File: src/rtl/ram4k_block_reader.sv
// Sequential read master for RAM4k: walks an address range and streams
// each word over valid/ready while accumulating a 16-bit checksum.
module ram4k_block_reader #(
  parameter int ADDR_W = 12,
  parameter int DATA_W = 16
) (
  input  logic              clk,
  input  logic              reset,
  input  logic              start,
  input  logic [ADDR_W-1:0] base_addr,
  input  logic [ADDR_W:0]   length,
  output logic              busy,
  output logic              done,
  output logic [DATA_W-1:0] checksum,
  output logic [ADDR_W-1:0] mem_sel,
  output logic              mem_load,
  input  logic [DATA_W-1:0] mem_out,
  output logic [DATA_W-1:0] rd_data,
  output logic              rd_valid,
  input  logic              rd_ready,
  output logic              rd_last
);

  typedef enum logic [1:0] {
    S_IDLE,
    S_FETCH,
    S_SEND,
    S_DONE
  } state_t;

  state_t            r_state;
  logic [ADDR_W-1:0] r_addr;
  logic [ADDR_W:0]   r_rem;
  logic [DATA_W-1:0] r_data;
  logic              r_valid;
  logic              r_last;
  logic [DATA_W-1:0] r_sum;

  state_t            w_state_n;
  logic [ADDR_W-1:0] w_addr_n;
  logic [ADDR_W:0]   w_rem_n;
  logic [DATA_W-1:0] w_data_n;
  logic              w_valid_n;
  logic              w_last_n;
  logic [DATA_W-1:0] w_sum_n;

  always_ff @(posedge clk) begin
    if (reset) begin
      r_state <= S_IDLE;
      r_addr  <= '0;
      r_rem   <= '0;
      r_data  <= '0;
      r_valid <= 1'b0;
      r_last  <= 1'b0;
      r_sum   <= '0;
    end else begin
      r_state <= w_state_n;
      r_addr  <= w_addr_n;
      r_rem   <= w_rem_n;
      r_data  <= w_data_n;
      r_valid <= w_valid_n;
      r_last  <= w_last_n;
      r_sum   <= w_sum_n;
    end
  end

  always_comb begin
    w_state_n = r_state;
    w_addr_n  = r_addr;
    w_rem_n   = r_rem;
    w_data_n  = r_data;
    w_valid_n = r_valid;
    w_last_n  = r_last;
    w_sum_n   = r_sum;
    unique case (r_state)
      S_IDLE: begin
        if (start) begin
          w_sum_n = '0;
          if (length != '0) begin
            w_addr_n  = base_addr;
            w_rem_n   = length;
            w_state_n = S_FETCH;
          end else begin
            w_state_n = S_DONE;
          end
        end
      end
      S_FETCH: begin
        w_data_n  = mem_out;
        w_valid_n = 1'b1;
        w_last_n  = (r_rem == (ADDR_W+1)'(1));
        w_state_n = S_SEND;
      end
      S_SEND: begin
        if (rd_ready) begin
          w_sum_n   = r_sum + r_data;
          w_valid_n = 1'b0;
          w_last_n  = 1'b0;
          if (r_last) begin
            w_state_n = S_DONE;
          end else begin
            // addr wraps naturally at the top of the array
            w_addr_n  = r_addr + 1'b1;
            w_rem_n   = r_rem - 1'b1;
            w_state_n = S_FETCH;
          end
        end
      end
      S_DONE: begin
        w_state_n = S_IDLE;
      end
      default: begin
        w_state_n = S_IDLE;
      end
    endcase
  end

  assign busy     = (r_state == S_FETCH) || (r_state == S_SEND);
  assign done     = (r_state == S_DONE);
  assign checksum = r_sum;
  assign mem_sel  = r_addr;
  assign mem_load = 1'b0;
  assign rd_data  = r_data;
  assign rd_valid = r_valid;
  assign rd_last  = r_last;

endmodule

File: config.mk
export PLATFORM = sky130hd
export DESIGN_NAME = ram4k_block_reader
export DESIGN_NICKNAME = d
export VERILOG_FILES = /design/src/rtl/ram4k_block_reader.sv
export SDC_FILE = /design/constraint.sdc
export NUM_CORES = 1
export LEC_CHECK = 0
export CORE_ASPECT_RATIO = 0.75
export CORE_MARGIN = 4
export CORE_UTILIZATION = 50
export DETAILED_ROUTE_END_ITERATION = 8
export GPL_TIMING_DRIVEN = 1
export PLACE_DENSITY = 0.81
export SKIP_LAST_GASP = 1
export SLEW_MARGIN = 5
export SYNTH_ARGS = -nofsm -noshare
export SYNTH_HDL_FRONTEND = slang
export SYNTH_SLANG_ARGS = --single-unit
File: constraint.sdc
create_clock -name clk -period 2.9 [get_ports clk]
set_input_delay 0.725 -clock clk [delete_from_list [all_inputs] [get_ports clk]]
set_output_delay 0.725 -clock clk [all_outputs]
set_load 0.005 [all_outputs]
==> metrics.yaml, run 1 <==
status:
  status: "finished, final reports clean"
floorplan:
  fp.dieW_um: 107
  ioPinCount: 94
  die_area_um2: 8850
  std_cell_rows: 26
  initial_utilization: 0.528
  die_height_um: 82.5
  core_um2: 6990
pwr:
  p_leak_uw: 0.00192
  peakVddDrop_uv: 465
  intPower_uw: 2330
  swShare: 0.396
  powerDensity_nw_per_um2: 787
  power.switching_uw: 1530
  clkPwrFrac: 0.210
  p_comb_frac: 0.464
  power.total_uw: 3870
  p_seq_frac: 0.326
detailed_routing:
  first_iter_violations: 244
  wl_um: 10200
  routedWlPerCell_um: 15.5
  ant_nets: 0
  via_per_inst: 5.88
  vias: 3885
  drtPass1Iterations: 4
  drc: 0
worst_setup_path:
  worst_path_most_repeated_cell: "a32o_1"
  worstPathCellList: "ha_1 -> a21o_1 -> a221o_1 -> a32o_1 -> or4_1 -> a32o_1"
  max_stage_delay_ns: 0.48
  crit_arrival_ns: 2.75
  worst-path-max-fanout: 9
  worst_setup_path_end_kind: "flop"
  slowest_stage: "or4_1"
  cp-start-kind: "flop"
  worstPathRequired_ns: 3.13
  crit_type: "reg2reg"
sta:
  hold_viol: 0
  relSlewSlack: 0.645
  rsz0062_at_grt: "false"
  drv_slew: 0
  fin_crit_sh: 0.866
  tightestPinTransition_ns: 0.530
  setup_slack_ns: 0.389
  setup_viol: 0
  final.setup.tns_ns: 0
  max_freq_mhz: 398
  finalWorstPathRequiredPeriod_ns: 2.51
  skew_ns: 0.0122
synth:
  avgSynthCellArea_um2: 7.86
  ys_types: 59
  yosysMostFrequentCell: "dfxtp_1"
  yosys-top-cells-area: "dfxtp_1, ha_1, a21oi_1, o21ai_0, nor2_1"
  async_flop_share: 0
  synth_top_area_frac: 0.330
  synth_edf_count: 0
  yosysSeqAreaShare: 0.330
  yosys_warnings: 0
  syn-num-nets: 539
  syn-cell-area_um2: 3700
  ys.flop_type: "dfxtp_1"
  ys_ff_latch: 61
  synth_cells: 470
  synthTopCellsByCount: "dfxtp_1, nor2_1, a21oi_1"
  synth_top_area_cell: "dfxtp_1"
layout:
  multi_input_comb_area_um2: 2310
  stdcell_area_um2: 4910
  fin_nets: 627
  fillerInstances: 597
  register_area_um2: 1220
  syn_to_final_growth_pct: 32.9
  antennaDiodeCount: 0
  layout-drive-gt1-share: 0.0622
clocking:
  hold_buffers: 0
  cts-root-buf: "clkbuf_8"
  clk_path_buf_depth: 2
  cts_resized: 0
  clk_pin_slew_ns: 0.07
  htreeDepth: 3
  cts.sinks: 61
  cts_setup_buffers: 0
  insertion_delay_ns: 0.34
  cts_inserted_buffers: 9
  cts_tree: "built"
flow_run:
  maxCapViolations: 0
global_routing:
  grt_usage: 0.234
  grt_max_degree: 38
  grt_overflow: 0
  antenna_found_initial: 0
  grt_pass1_wl_um: 16800
  grt_pass1_vias: 3618
placed_design:
  port-buffer-count: 92
  dp_hpwl_um: 7680
  place_area_um2: 4700
  pre_cts_ws_ns: 0.129
  finalWeightedCongestion: 0.903
worst_hold_path:
  min_path_type: "reg2reg"
path summary, 6_finish.rpt:
| kind | startpoint | to | slack (ns) | depth (start not counted) |
|---|---|---|---|---|
| worst min register to register | r_rem[7]$_SDFFE_PP0P_ | r_rem[7]$_SDFFE_PP0P_ | 0.48 | 2 |
| worst max-delay path | checksum[7]$_SDFFE_PP0P_ | checksum[14]$_SDFFE_PP0P_ | 0.39 | 6 |
| worst min-delay path | r_rem[7]$_SDFFE_PP0P_ | r_rem[7]$_SDFFE_PP0P_ | 0.48 | 2 |
| worst max register to register | checksum[7]$_SDFFE_PP0P_ | checksum[14]$_SDFFE_PP0P_ | 0.39 | 6 |
layer usage:
layer  GRT usage  wire, um
met4      0.0511        92
met3      0.0653       777
met1       0.312      4640
met2       0.383      4710
met5           0         0
placed cells by master (no fill, tap or decap), drive strengths merged, types with 4 or more instances in the layout:
cell type,Yosys,layout
nand3,9,9
nor4,7,7
a32oi,4,4
clkdlybuf4s50,0,91
o21ai,47,47
ha,23,23
clkbuf,21,12
or4,4,4
dfxtp,61,61
nand2,31,31
and3,7,7
or3,7,7
a211oi,5,5
nor2b,15,15
a21o,7,7
nor2,56,56
buf,4,11
nor3,14,14
a32o,5,5
inv,15,15
a21oi,48,48
mux2i,17,17
nand4,6,6
final cells by class:
cell class / count / area share
multi-input combinational: 368 / 0.470
clock inverter: 4 / 0.0148
inverter: 16 / 0.0122
tap: 98 / 0.0250
sequential: 61 / 0.249
timing repair buffer: 102 / 0.202
clock buffer: 12 / 0.0275
cells by family (layout without fill, tap and decap cells):
| kind of cell | count (synthesis) | count (layout) | synth area share |
|---|---|---|---|
| and+or+nand+nor | 169 | 169 | 0.224 |
| AOI/OAI and AO/OA | 151 | 151 | 0.255 |
| DFF | 61 | 61 | 0.330 |
| buffers and inverters | 41 | 134 | 0.0447 |
| adders and majority gates | 24 | 24 | 0.0833 |
| muxes | 19 | 19 | 0.0521 |
| xor gates and xnor gates | 4 | 4 | 0.00948 |
| other | 1 | 1 | 0.00101 |
worst max-delay path: cells and delay by family, from the launching register on:
family | cells | cell delay, ns
AO/OA/AOI/OAI | 4 | 1.19
adder cells (fa/ha/maj) | 1 | 0.41
AND/OR/NAND/NOR | 1 | 0.48
flip-flops | 1 | 0.33
flip-flops by register name, summed over array words and instances (netlist names):
register and count:
checksum 16, mem_sel 12, r_rem 13, r_state 2, rd_data 16, rd_last 1
rd_valid 1
through the flow:
stage                util  cells  hold slack [ns]
floorplan               -    470            0.443
global placement    0.673    645            0.459
detailed placement  0.673    645            0.473
CTS                 0.702    661            0.485
global route        0.702    661            0.532
finish              0.702    661            0.480
power by group through the flow:
stage	logic, uW	clock network [uW]	registers, uW
floorplan	1130	0	1230
global placement	1720	0	1260
detailed placement	1770	0	1270
CTS	1780	830	1250
global route	1980	872	1290
finish	1790	812	1260
(Power assumes the default switching activity.)
==> inputs of run 2 (changes only) <==
Settings changed: CAP_MARGIN set to 20.
==> results of run 2 <==
Same layout as run 1: the final DEF is identical, and so are final timing and power.
==> inputs of run 3 (changes only) <==
Settings changed: CORE_UTILIZATION 50 to 53, PLACE_DENSITY 0.81 to 0.86.
Clock period 2.9 ns to 3.2 ns, I/O delays scaled along.
==> run 3 against run 2 <==
Against the previous run:
- fmax increased by 0.53%
- sequential share of layout area is 0.15 points higher
- wire length up 0.62%
- first-iteration DRC count is 38% higher
- core utilization is 1.6 points higher
- flip-flop and latch count is the same
- critical endpoint unchanged
- largest cell class unchanged
==> metrics.yaml, run 3 (same netlist as run 1, synthesis figures left out) <==
status:
  status: "finished, final reports clean"
sta:
  hold_viol: 0
  skew_ns: 0.00685
  setup_viol: 0
  setup_slack_ns: 0.702
  rsz0062_at_grt: "false"
  max_freq_mhz: 400
  relSlewSlack: 0.657
  final.setup.tns_ns: 0
  tightestPinTransition_ns: 0.513
  finalWorstPathRequiredPeriod_ns: 2.50
  fin_crit_sh: 0.781
  drv_slew: 0
pwr:
  peakVddDrop_uv: 430
  p_seq_frac: 0.327
  powerDensity_nw_per_um2: 714
  swShare: 0.401
  intPower_uw: 2090
  clkPwrFrac: 0.208
  p_leak_uw: 0.00191
  power.switching_uw: 1400
  p_comb_frac: 0.465
placed_design:
  pre_cts_ws_ns: 0.530
  dp_hpwl_um: 7380
  finalWeightedCongestion: 0.872
  place_area_um2: 4670
  port-buffer-count: 92
global_routing:
  top_usage_layer: "met2"
  gr-usage-met2: 0.390
  grt_overflow: 0
  grt_pass1_wl_um: 16700
  gr-usage-met1: 0.318
  grt_usage: 0.243
  grt_max_degree: 37
  use_met3: 0.0627
  grt_pass1_vias: 3498
  antenna_found_initial: 0
detailed_routing:
  first_iter_violations: 336
  wl_um: 10300
  vias: 3871
  routedWlPerCell_um: 15.9
  drc: 0
  ant_nets: 0
  via_per_inst: 6.00
  drtPass1Iterations: 6
layout:
  syn_to_final_growth_pct: 32.1
  fin_nets: 625
  layout-drive-gt1-share: 0.0624
  antennaDiodeCount: 0
  layout_common_cells: "clkdlybuf4s50_1, dfxtp_1, nor2_1"
  stdcell_area_um2: 4880
  fin_util: 0.718
  layout_commonest_cell: "clkdlybuf4s50_1"
clocking:
  cts_resized: 0
  cts.sinks: 61
  clk_pin_slew_ns: 0.07
  cts_tree: "built"
  insertion_delay_ns: 0.34
  cts_inserted_buffers: 9
  clk_path_buf_depth: 2
  hold_buffers: 0
  cts_setup_buffers: 0
  cts-root-buf: "clkbuf_8"
  htreeDepth: 3
floorplan:
  die_height_um: 80.3
  core_um2: 6800
  initial_utilization: 0.544
  ioPinCount: 94
  fp.dieW_um: 104
  std_cell_rows: 26
  die_area_um2: 8390
worst_setup_path:
  worstPathRequired_ns: 3.44
  crit_type: "reg2reg"
  cp-start-kind: "flop"
  worst-path-max-fanout: 9
  r2r_cells: 6
  crit_arrival_ns: 2.73
  worst_setup_path_end_kind: "flop"
worst_hold_path:
  min_path_type: "reg2reg"
  min_path_cells: 2
flow_run:
  maxCapViolations: 0
## run 3: critical path, cell delays in order (launching register included)
cell and delay (ns):
dfxtp_1 0.33, ha_1 0.41, a21o_1 0.25, a221o_1 0.39
a32o_1 0.29, or4_1 0.46, a32o_1 0.25
## run 3: power groups by stage
stage / clock network, uW / logic (uW) / registers [uW]
global placement: 0 / 1550 / 1140
finish: 725 / 1620 / 1140
global route: 770 / 1780 / 1170
CTS: 736 / 1610 / 1130
detailed placement: 0 / 1590 / 1150
floorplan: 0 / 1030 / 1110
## run 3: per-layer routing
layer  up-vias  share of wire  wire length (um)
met5         -              0                 0
met4         0          0.018               182
met3        18          0.082               839
met2       175           0.45              4650
met1      1783           0.45              4610
li1       1895              -                 -
## run 3: stage by stage
stage                     cells  power (uW)  hold slack, ns
after CTS                   645        3480           0.490
after global placement      629        2680           0.457
final                       645        3490           0.487
after floorplan             470        2140           0.443
after detailed placement    629        2740           0.467
after global routing        645        3720           0.526
## run 3: worst paths after layout
| check | from | to | slack, ns |
|---|---|---|---|
| min | r_rem[12]$_SDFFE_PP0P_ | r_rem[12]$_SDFFE_PP0P_ | 0.49 |
| max | checksum[7]$_SDFFE_PP0P_ | checksum[14]$_SDFFE_PP0P_ | 0.70 |
| max reg2reg | checksum[7]$_SDFFE_PP0P_ | checksum[14]$_SDFFE_PP0P_ | 0.70 |
| min reg2reg | r_rem[12]$_SDFFE_PP0P_ | r_rem[12]$_SDFFE_PP0P_ | 0.49 |
## run 3: cell type report
class	count	area (um2)
clock buffers	13	169
clock inverters	3	42.5
fillers	562	1920
inverters	16	60.1
multi-input cells	368	2310
flip-flops and latches	61	1220
well taps	84	105
repair buffers	100	976
